[config.mk]
export PLATFORM = sky130hd
export DESIGN_NAME = alu_seq
export DESIGN_NICKNAME = d
export VERILOG_FILES = /design/src/rtl/alu_seq.sv
export SDC_FILE = /design/constraint.sdc
export NUM_CORES = 1
export LEC_CHECK = 0
export ABC_AREA = 1
export BUFFER_PORTS_ARGS = -buffer_cell sky130_fd_sc_hd__clkbuf_2
export CORE_ASPECT_RATIO = 1.5
export CORE_MARGIN = 3
export CORE_UTILIZATION = 60
export DETAILED_ROUTE_END_ITERATION = 8
export GPL_TIMING_DRIVEN = 0
export HOLD_SLACK_MARGIN = 0.15
export PLACE_DENSITY = 0.85
export SLEW_MARGIN = 20
export SYNTH_ARGS = -nofsm -noshare
export SYNTH_HDL_FRONTEND = slang
export SYNTH_SLANG_ARGS = --single-unit
[constraint.sdc]
create_clock -name clk -period 6.4 [get_ports clk]
set_clock_uncertainty 0.15 [all_clocks]
set_input_delay 0.32 -clock clk [delete_from_list [all_inputs] [get_ports clk]]
set_output_delay 0.32 -clock clk [all_outputs]
set_load 0.05 [all_outputs]
[src/rtl/alu_seq.sv]
// alu_seq: registered ALU behind a start/busy/done handshake.
// Single-cycle ops: shifts, add/sub, logic. Iterative ops: unsigned multiply
// (shift-add) and, when ALU_SEQ_DIV_EN is defined, unsigned restoring divide,
// each taking WIDTH iterations. Without ALU_SEQ_DIV_EN opcode 1000 is illegal.
//
// Handshake: a request is accepted at a rising edge where start=1, busy=0 and
// rst=0; opcode and operands are captured at that edge. done is a one-cycle
// pulse in the cycle results/flags are written; results and flags then hold
// until the next completion. start is ignored at every edge where busy=1.
module alu_seq #(
    parameter int WIDTH = 16,
    localparam int SA_W = $clog2(WIDTH)
) (
    input  logic             clk,
    input  logic             rst,
    input  logic             start,
    input  logic [3:0]       alu_opsel,
    input  logic [WIDTH-1:0] op_a,
    input  logic [WIDTH-1:0] op_b,
    output logic             busy,
    output logic             done,
    output logic [WIDTH-1:0] alu_result_l,
    output logic [WIDTH-1:0] alu_result_h,
    output logic             cf_flag,
    output logic             ovf_flag,
    output logic             zero_flag_l,
    output logic             zero_flag_h,
    output logic             dz_flag,
    output logic             err_flag,
    output logic             dbg_state     // FSM state: 0 = IDLE, 1 = ITER
);

    localparam logic [3:0] OP_SLL  = 4'b0000;
    localparam logic [3:0] OP_SRL  = 4'b0001;
    localparam logic [3:0] OP_SRA  = 4'b0010;
    localparam logic [3:0] OP_ROR  = 4'b0011;
    localparam logic [3:0] OP_ADD  = 4'b0100;
    localparam logic [3:0] OP_SUB  = 4'b0101;
    localparam logic [3:0] OP_MULU = 4'b0110;
    localparam logic [3:0] OP_DIVU = 4'b1000;
    localparam logic [3:0] OP_AND  = 4'b1100;
    localparam logic [3:0] OP_OR   = 4'b1101;
    localparam logic [3:0] OP_XOR  = 4'b1110;
    localparam logic [3:0] OP_NOT  = 4'b1111;

    typedef enum logic {S_IDLE = 1'b0, S_ITER = 1'b1} state_t;

    state_t            state_q, state_d;
    logic              accept, iter_last;

    // Iteration datapath: work_hi/work_lo hold the running {acc, multiplier}
    // for MULU or {remainder, dividend/quotient} for DIVU.
    logic [SA_W-1:0]   cnt_q, cnt_d;
    logic [WIDTH-1:0]  opnd_q, opnd_d;
    logic [WIDTH-1:0]  work_hi_q, work_hi_d;
    logic [WIDTH-1:0]  work_lo_q, work_lo_d;
    logic [WIDTH-1:0]  step_hi, step_lo;

    // Output registers.
    logic [WIDTH-1:0]  res_l_q, res_l_d, res_h_q, res_h_d;
    logic              cf_q, cf_d, ovf_q, ovf_d, zl_q, zl_d, zh_q, zh_d;
    logic              dz_q, dz_d, err_q, err_d, done_q, done_d;

    // Single-cycle result of the op presented on the inputs.
    logic [WIDTH-1:0]  sc_l, sc_h;
    logic              sc_cf, sc_ovf, sc_dz, sc_err;
    logic              launch_mul, launch_div;

    logic [SA_W-1:0]   sa;
    logic [SA_W:0]     ror_back;
    logic [WIDTH:0]    add_full, sub_full;

    assign sa       = op_a[SA_W-1:0];
    assign ror_back = (SA_W+1)'(WIDTH) - {1'b0, sa};
    assign add_full = {1'b0, op_a} + {1'b0, op_b};
    assign sub_full = {1'b0, op_a} - {1'b0, op_b};

    // Decode and evaluate the single-cycle ops; flag which ops must iterate.
    always_comb begin
        sc_l       = '0;
        sc_h       = '0;
        sc_cf      = 1'b0;
        sc_ovf     = 1'b0;
        sc_dz      = 1'b0;
        sc_err     = 1'b0;
        launch_mul = 1'b0;
        launch_div = 1'b0;
        case (alu_opsel)
            OP_SLL:  sc_l = op_b << sa;
            OP_SRL:  sc_l = op_b >> sa;
            OP_SRA:  sc_l = $signed(op_b) >>> sa;
            OP_ROR:  sc_l = (op_b >> sa) | (op_b << ror_back);
            OP_ADD: begin
                sc_l   = add_full[WIDTH-1:0];
                sc_cf  = add_full[WIDTH];
                sc_ovf = (op_a[WIDTH-1] == op_b[WIDTH-1]) && (add_full[WIDTH-1] != op_a[WIDTH-1]);
            end
            OP_SUB: begin
                sc_l   = sub_full[WIDTH-1:0];
                sc_cf  = sub_full[WIDTH];
                sc_ovf = (op_a[WIDTH-1] != op_b[WIDTH-1]) && (sub_full[WIDTH-1] != op_a[WIDTH-1]);
            end
            OP_MULU: launch_mul = 1'b1;
`ifdef ALU_SEQ_DIV_EN
            OP_DIVU: begin
                // Divide by zero finishes immediately with a fixed pattern.
                if (op_b == '0) begin
                    sc_l  = '1;
                    sc_h  = op_a;
                    sc_dz = 1'b1;
                end else begin
                    launch_div = 1'b1;
                end
            end
`endif
            OP_AND:  sc_l = op_a & op_b;
            OP_OR:   sc_l = op_a | op_b;
            OP_XOR:  sc_l = op_a ^ op_b;
            OP_NOT:  sc_l = ~op_a;
            default: sc_err = 1'b1;
        endcase
    end

    // Multiply step: add multiplicand when the current multiplier bit is 1,
    // then shift {carry, acc, multiplier} right by one.
    logic [WIDTH:0]    mul_sum;
    logic [WIDTH-1:0]  mul_hi, mul_lo;
    assign mul_sum = {1'b0, work_hi_q} + (work_lo_q[0] ? {1'b0, opnd_q} : '0);
    assign mul_hi  = mul_sum[WIDTH:1];
    assign mul_lo  = {mul_sum[0], work_lo_q[WIDTH-1:1]};

`ifdef ALU_SEQ_DIV_EN
    logic              op_div_q, op_div_d;
    logic [WIDTH:0]    div_shift, div_trial;
    logic [WIDTH-1:0]  div_hi, div_lo;
    // Restoring divide step: shift next dividend bit into the remainder and
    // keep the trial subtraction only if it did not borrow.
    assign div_shift = {work_hi_q, work_lo_q[WIDTH-1]};
    assign div_trial = div_shift - {1'b0, opnd_q};
    assign div_hi    = div_trial[WIDTH] ? div_shift[WIDTH-1:0] : div_trial[WIDTH-1:0];
    assign div_lo    = {work_lo_q[WIDTH-2:0], ~div_trial[WIDTH]};
`endif

    // Select the iteration step for the running op.
    always_comb begin
        step_hi = mul_hi;
        step_lo = mul_lo;
`ifdef ALU_SEQ_DIV_EN
        if (op_div_q) begin
            step_hi = div_hi;
            step_lo = div_lo;
        end
`endif
    end

    // FSM state register.
    always_ff @(posedge clk) begin
        if (rst) state_q <= S_IDLE;
        else     state_q <= state_d;
    end

    // FSM next state: iterate for MULU/DIVU, return when the count reaches 0.
    always_comb begin
        state_d = state_q;
        case (state_q)
            S_IDLE:  if (accept && (launch_mul || launch_div)) state_d = S_ITER;
            S_ITER:  if (cnt_q == '0) state_d = S_IDLE;
            default: state_d = S_IDLE;
        endcase
    end

    // FSM outputs: busy while iterating; requests only taken in IDLE.
    always_comb begin
        busy      = (state_q == S_ITER);
        iter_last = (state_q == S_ITER) && (cnt_q == '0);
        accept    = start && (state_q == S_IDLE);
        dbg_state = (state_q == S_ITER);
    end

    // Datapath next state: launch, iterate, or write a completion.
    always_comb begin
        cnt_d     = cnt_q;
        opnd_d    = opnd_q;
        work_hi_d = work_hi_q;
        work_lo_d = work_lo_q;
`ifdef ALU_SEQ_DIV_EN
        op_div_d  = op_div_q;
`endif
        res_l_d   = res_l_q;
        res_h_d   = res_h_q;
        cf_d      = cf_q;
        ovf_d     = ovf_q;
        zl_d      = zl_q;
        zh_d      = zh_q;
        dz_d      = dz_q;
        err_d     = err_q;
        done_d    = 1'b0;
        if (accept) begin
            if (launch_mul || launch_div) begin
                cnt_d     = SA_W'(WIDTH - 1);
                opnd_d    = op_b;
                work_hi_d = '0;
                work_lo_d = op_a;
`ifdef ALU_SEQ_DIV_EN
                op_div_d  = launch_div;
`endif
            end else begin
                res_l_d = sc_l;
                res_h_d = sc_h;
                cf_d    = sc_cf;
                ovf_d   = sc_ovf;
                zl_d    = ~|sc_l;
                zh_d    = ~|sc_h;
                dz_d    = sc_dz;
                err_d   = sc_err;
                done_d  = 1'b1;
            end
        end else if (state_q == S_ITER) begin
            cnt_d     = cnt_q - 1'b1;
            work_hi_d = step_hi;
            work_lo_d = step_lo;
            if (iter_last) begin
                res_l_d = step_lo;
                res_h_d = step_hi;
                cf_d    = 1'b0;
                ovf_d   = 1'b0;
                zl_d    = ~|step_lo;
                zh_d    = ~|step_hi;
                dz_d    = 1'b0;
                err_d   = 1'b0;
                done_d  = 1'b1;
            end
        end
    end

    // Datapath and output registers; reset clears every output.
    always_ff @(posedge clk) begin
        if (rst) begin
            cnt_q     <= '0;
            opnd_q    <= '0;
            work_hi_q <= '0;
            work_lo_q <= '0;
`ifdef ALU_SEQ_DIV_EN
            op_div_q  <= 1'b0;
`endif
            res_l_q   <= '0;
            res_h_q   <= '0;
            cf_q      <= 1'b0;
            ovf_q     <= 1'b0;
            zl_q      <= 1'b0;
            zh_q      <= 1'b0;
            dz_q      <= 1'b0;
            err_q     <= 1'b0;
            done_q    <= 1'b0;
        end else begin
            cnt_q     <= cnt_d;
            opnd_q    <= opnd_d;
            work_hi_q <= work_hi_d;
            work_lo_q <= work_lo_d;
`ifdef ALU_SEQ_DIV_EN
            op_div_q  <= op_div_d;
`endif
            res_l_q   <= res_l_d;
            res_h_q   <= res_h_d;
            cf_q      <= cf_d;
            ovf_q     <= ovf_d;
            zl_q      <= zl_d;
            zh_q      <= zh_d;
            dz_q      <= dz_d;
            err_q     <= err_d;
            done_q    <= done_d;
        end
    end

    assign done         = done_q;
    assign alu_result_l = res_l_q;
    assign alu_result_h = res_h_q;
    assign cf_flag      = cf_q;
    assign ovf_flag     = ovf_q;
    assign zero_flag_l  = zl_q;
    assign zero_flag_h  = zh_q;
    assign dz_flag      = dz_q;
    assign err_flag     = err_q;

endmodule

; Yosys cells after proc, flatten, opt, wreduce, memory -nomap -nowiden
; Index checks and enable logic that the tools add are counted.
[totals]
wordCells = 112
ff_bits = 92
output_inout_bits = 41
[op_classes]
bitwise_logic = 6
n_mux = 48
shift = 4
n_addsub = 5
n_eq_ne = 16
n_reduce_logical = 19
[ops]
columns = cell, count
row1 = $mux 16, 15
row2 = $pmux 16 s10, 1
row3 = $reduce_or 16->1, 3
row4 = $add 16x16->17, 2
row5 = $or 16x16->16, 2
row6 = $mux 1, 26
row7 = $sub 16x16->17, 1
row8 = $and 16x16->16, 1
row9 = $eq 4x4->1 const B, 4
row10 = $not 16->16, 1
row11 = $shl 16x4->16, 1
row12 = $shl 16x5->16, 1
row13 = $shr 16x4->16, 1
row14 = $sshr 16x4->16, 1
row15 = $xor 16x16->16, 1
row16 = $eq 4x3->1 const B, 3
row17 = $mux 4, 3
row18 = $reduce_or 11->1, 1
row19 = $eq 4x2->1 const B, 2
row20 = $logic_not 4->1, 2
row21 = $pmux 1 s2, 3
row22 = $logic_and 1x1->1, 5
row23 = $sub 5x4->5 const A, 1
row24 = $eq 4x1->1 const B, 1
row25 = 10 further kinds, 16

; Longest topological paths before layout
[logic_depth]
word_depth = 8
ltp_mapped = 21

; Least setup slack after synthesis
; Ideal clock, no wire load.
[synth_timing]
path_type = input to register
start = input port op_a[3]
end = register zl_q, in the netlist zero_flag_l
setup_ns = 0.067
slack_ns = 3.772
arrival_ns = 2.412
n_path_buf = 3
required_time_ns = 6.183
path_stages = 18
cell_sequence = buf_2 > inv_2 > clkbuf_1 > ha_1 > buf_2 > inv_1 > nand2_1 > nand3_1 > nand2_1 > a21oi_1 > nor2_1 > nor2_1 > nand3_1 > nor2_1 > nand3_1 > nor2_1 > nand2_1 > a21oi_2
[synth_between]
elab_chain_len = 8
elab_cells_between_ends = 17
classes_between = 3 x add/sub / 4 x shift / 3 x mux / 5 x bitwise / 2 x reduce/logical
[synth_lines]
columns = item, line_no
row1 = from (decl), 18  ; input logic [WIDTH-1:0] op_a,
row2 = $sub 5x4->5, 74  ; assign ror_back = (SA_W+1)'(WIDTH) - {1'b0, sa};
row3 = $shl 16x5->16, 92  ; OP_ROR: sc_l = (op_b >> sa) | (op_b << ror_back);
row4 = $or 16x16->16, 92
row5 = $pmux 16 s10 *, 88  ; case (alu_opsel)
row6 = $reduce_or 16->1 *, 212  ; zl_d = ~|sc_l;
row7 = $logic_not 1->1 *, 212
row8 = $mux 1 *, 199  ; if (launch_mul || launch_div) begin
row9 = $mux 1 *, 198  ; if (accept) begin
row10 = to (signal assigned), 267  ; zl_q <= zl_d;
row11 = to (decl), 61  ; logic cf_q, cf_d, ovf_q, ovf_d, zl_q, zl_d, zh_q, zh_d;
; Every way passes the cells marked *; elsewhere a longest branch is shown, timed or not. The select of a mux whose other input is x is not followed.
; A chain may end at the register's enable or synchronous reset.

; Worst setup path in the final report
; Ends and elaborated chain as after synthesis.

==> summary.md <==
| Metric | Value |
|---|---|
| Most common cell in the netlist | `nand2_1` |
| Number of DRC markers in iteration 0 | `1421` |
| Setup TNS | `0 ns` |
| Largest net degree at the start of global routing | `17` |
| Unrepaired setup endpoints after global routing | `no` |
| Final ANT Viol Nets | `0` |
| Worst slew pin tran | `0.9682 ns` |
| Final hold vios | `0` |
| Grt total ovfl | `0` |
| FF+latch area | `1822 sq um` |
| VDD IR max | `175.8 uV` |
| Initial Util | `61.60%` |
| Crit Path Class | `in2reg` |
| Post-CTS Hold Buffers | `0` |
| Crit path capture type | `register` |
| Max_slew headroom | `34.77%` |
| Critical R2R Launch | `work_lo_q[0]` |
| Clock root cell | `clkbuf_16` |
| Post-synthesis async set-or-reset flop share | `0%` |
| Io pins | `80` |
| Slowest cell delay on critical path | `0.82 ns` |
| Worst Reg-to-Reg Cells | `16` |
| Crit-path slowest cell | `o21ai_0` |
| Drt pass-1 iters | `7` |
| CP startpoint kind | `primary input` |
| PortBufs | `77` |
| Mean Syn Cell Area | `5.734 sq um` |
| Number of flops mapped to enable cells by yosys | `0` |
| Total CTS buffers | `9` |
| Vias post-DR | `12290` |
| Post-DP Area | `10310 sq um` |
| CTS clk-pin slew, worst paths | `0.07 ns` |
| Yosys warning count | `0` |
| Final-report max-slew violation count | `0` |
| Area of the multi-input gates | `6808 sq um` |
| DIE AREA | `17700 sq um` |
| DR DRC count | `0` |
| Hold path endpoint | `work_lo_q[14]` |
| Hold path cells | `3` |
| Setup bufs post-CTS | `0` |
| Layout area overhead | `9.473%` |
| Synth Cell Area | `9668 sq um` |
| Final period utilization | `58.54%` |
| Pleak | `5.485 nW` |
| Share of the synthesized area in the top cell type | `20.50%` |
| Most used cell along the critical path | `nand2_1` |
| Fillers | `1583` |
| Post-Route WL | `40.58 mm` |
| Post-Syn Nets | `1799` |
| Die span in y | `161.5 um` |
| Required time of the critical path | `6.54 ns` |
| Clock sink count | `91` |
| Flop and latch count out of synthesis | `91` |
| Vias per cell | `6.199` |
| FF-to-FF setup slack | `2.90 ns` |
| # rows | `56` |
| Final instance area | `10580 sq um` |
| CTS Buffer Depth | `2` |
| Hpwl dp | `32.66 mm` |
| TritonCTS clock tree | `done` |
| Max frequency | `0.2669 GHz` |
| Die X | `109.6 um` |
| Min-delay worst type | `in2reg` |
| WP data arrival | `3.88 ns` |
| Number of nets in the layout | `1887` |
| Placeable Area | `15700 sq um` |
| Final worst path period need | `3.746 ns` |
| Worst-path cell chain | `clkbuf_2 > buf_2 > inv_2 > clkbuf_1 > ha_1 > buf_2 > inv_1 > nand2_1 > nand2_1 > nand2_1 > nand3_1 > o21ai_0 > nand2_1 > nor2_1 > nand2_1 > nor2_1 > nand2_1 > nor2_1 > nand2_1 > a21oi_2` |
| Synth unique cells | `50` |
| Routability cong. | `1.174` |
| Commonest cells in the netlist | `nand2_1 (528), nand3_1 (221), inv_1 (159), nor2_1 (129), a21oi_1 (125)` |
| Vias in the first global route | `11470` |
| Post-synth top flop | `dfxtp_1` |
| Hold Crit Start | `op_a[14]` |
| MaxCap Viol Count | `0` |
| Clk Latency, worst-skew pair | `0.35 ns` |
| Ant diodes | `0` |
| Routed WL per cell | `20.47 um` |
| Synth area leader | `nand2_1` |
| H-tree depth | `3` |
| Post-CTS Resized | `0` |
| Antenna violations before repair | `0` |
| RR Endpoint | `zero_flag_h` |
| Main area contributors after synthesis | `nand2_1 (20%), dfxtp_1 (19%), nand3_1 (11%), ha_1 (9.2%), a21oi_1 (6.5%)` |
| Cells after Synth | `1686` |
| Power Density | `161.7 nW/um^2` |
| First-pass GRT wire length | `61.85 mm` |
| Seq/Total Area, Yosys | `18.84%` |
| Gr usage total | `45.90%` |
| CP max FO | `10` |
| Status | `finished clean` |
| Final setup vio count | `0` |
| Fraction of layout cells with a size suffix above 1 | `10.57%` |
[per-stage QoR]
step	total power, mW	utilization [%]	setup WS, ns	hold WS, ns	std cells
2_1_floorplan	1.011	-	3.772	0.2952	1686
3_3_place_gp	1.188	65.67	2.615	0.3012	1966
3_5_place_dp	1.195	65.67	2.631	0.3076	1966
4_1_cts	1.680	67.43	2.980	0.1834	1982
5_1_grt	1.784	67.43	2.362	0.2030	1982
6_report	1.712	67.43	2.654	0.1880	1982
[power by group]
part	switching, mW	leakage (nW)	total (mW)	internal (mW)
sequential	0.00984	0.739	0.593	0.583
combinational	0.452	4.61	0.620	0.168
clock	0.231	0.139	0.498	0.267
total	0.693	5.48	1.71	1.02
[layer usage]
metal  vias to the layer above  track usage [%]  share of wire (%)
li1                       5718                -                  -
met1                      5399            47.22                 32
met2                       870            74.29                 45
met5                         -                0                  0
met3                       299            9.636                 10
met4                         0            45.09                 13
[flip-flops by register name, indices dropped and copies added (netlist names)]
register and cells:
alu_result_h 16, alu_result_l 16, busy 1, cf_flag 1, cnt_q 4, done 1
err_flag 1, opnd_q 16, ovf_flag 1, work_hi_q 16, work_lo_q 16, zero_flag_h 1
zero_flag_l 1
[placed cells by master (no fill, tap or decap), drive strengths merged, types with 11 or more instances in the layout]
cell and instances:
a31oi 30, a21oi 129, clkbuf 122, xor2 11, inv 172, buf 44, nand3 224, nor2 139
dfxtp 91, nor3 15, nand4 26, ha 71, nand2 550, o21ai 97
[kinds of logic (layout without fill, tap and decap cells)]
logic type,Yosys count,count (layout),synth area share [%]
fa+ha+maj,74,74,9.810
simple gates,970,970,43.16
compound gates,285,285,16.05
buf+inv,250,343,10.74
xor+xnor,15,15,1.359
other cells,1,1,0.03879
flops,91,91,18.84
[how the worst max path moves through the flow]
stage,from,end
detailed placement,op_a[3],zero_flag_l
CTS,op_a[3],zero_flag_l
global route,op_a[3],zero_flag_l
floorplan,op_a[3],zero_flag_l
global placement,op_a[3],zero_flag_l
finish,op_a[3],zero_flag_l
[final cells by class]
class	instances	area share (%)
clock inverters	6	0.4492
flip-flops and latches	91	17.21
clock buffers	10	2.163
inverters	171	6.065
plain buffers	79	3.747
repair buffers	77	3.641
well taps	203	2.400
multi-input cells	1345	64.32
[critical path: cells and delay by family]
kind,cells,cell delay [ns]
and+or+nand+nor,11,1.11
buffers and inverters,6,1.29
AOI/OAI and AO/OA,2,0.94
adders and majority gates,1,0.23
Power figures use the tool's default switching activity.
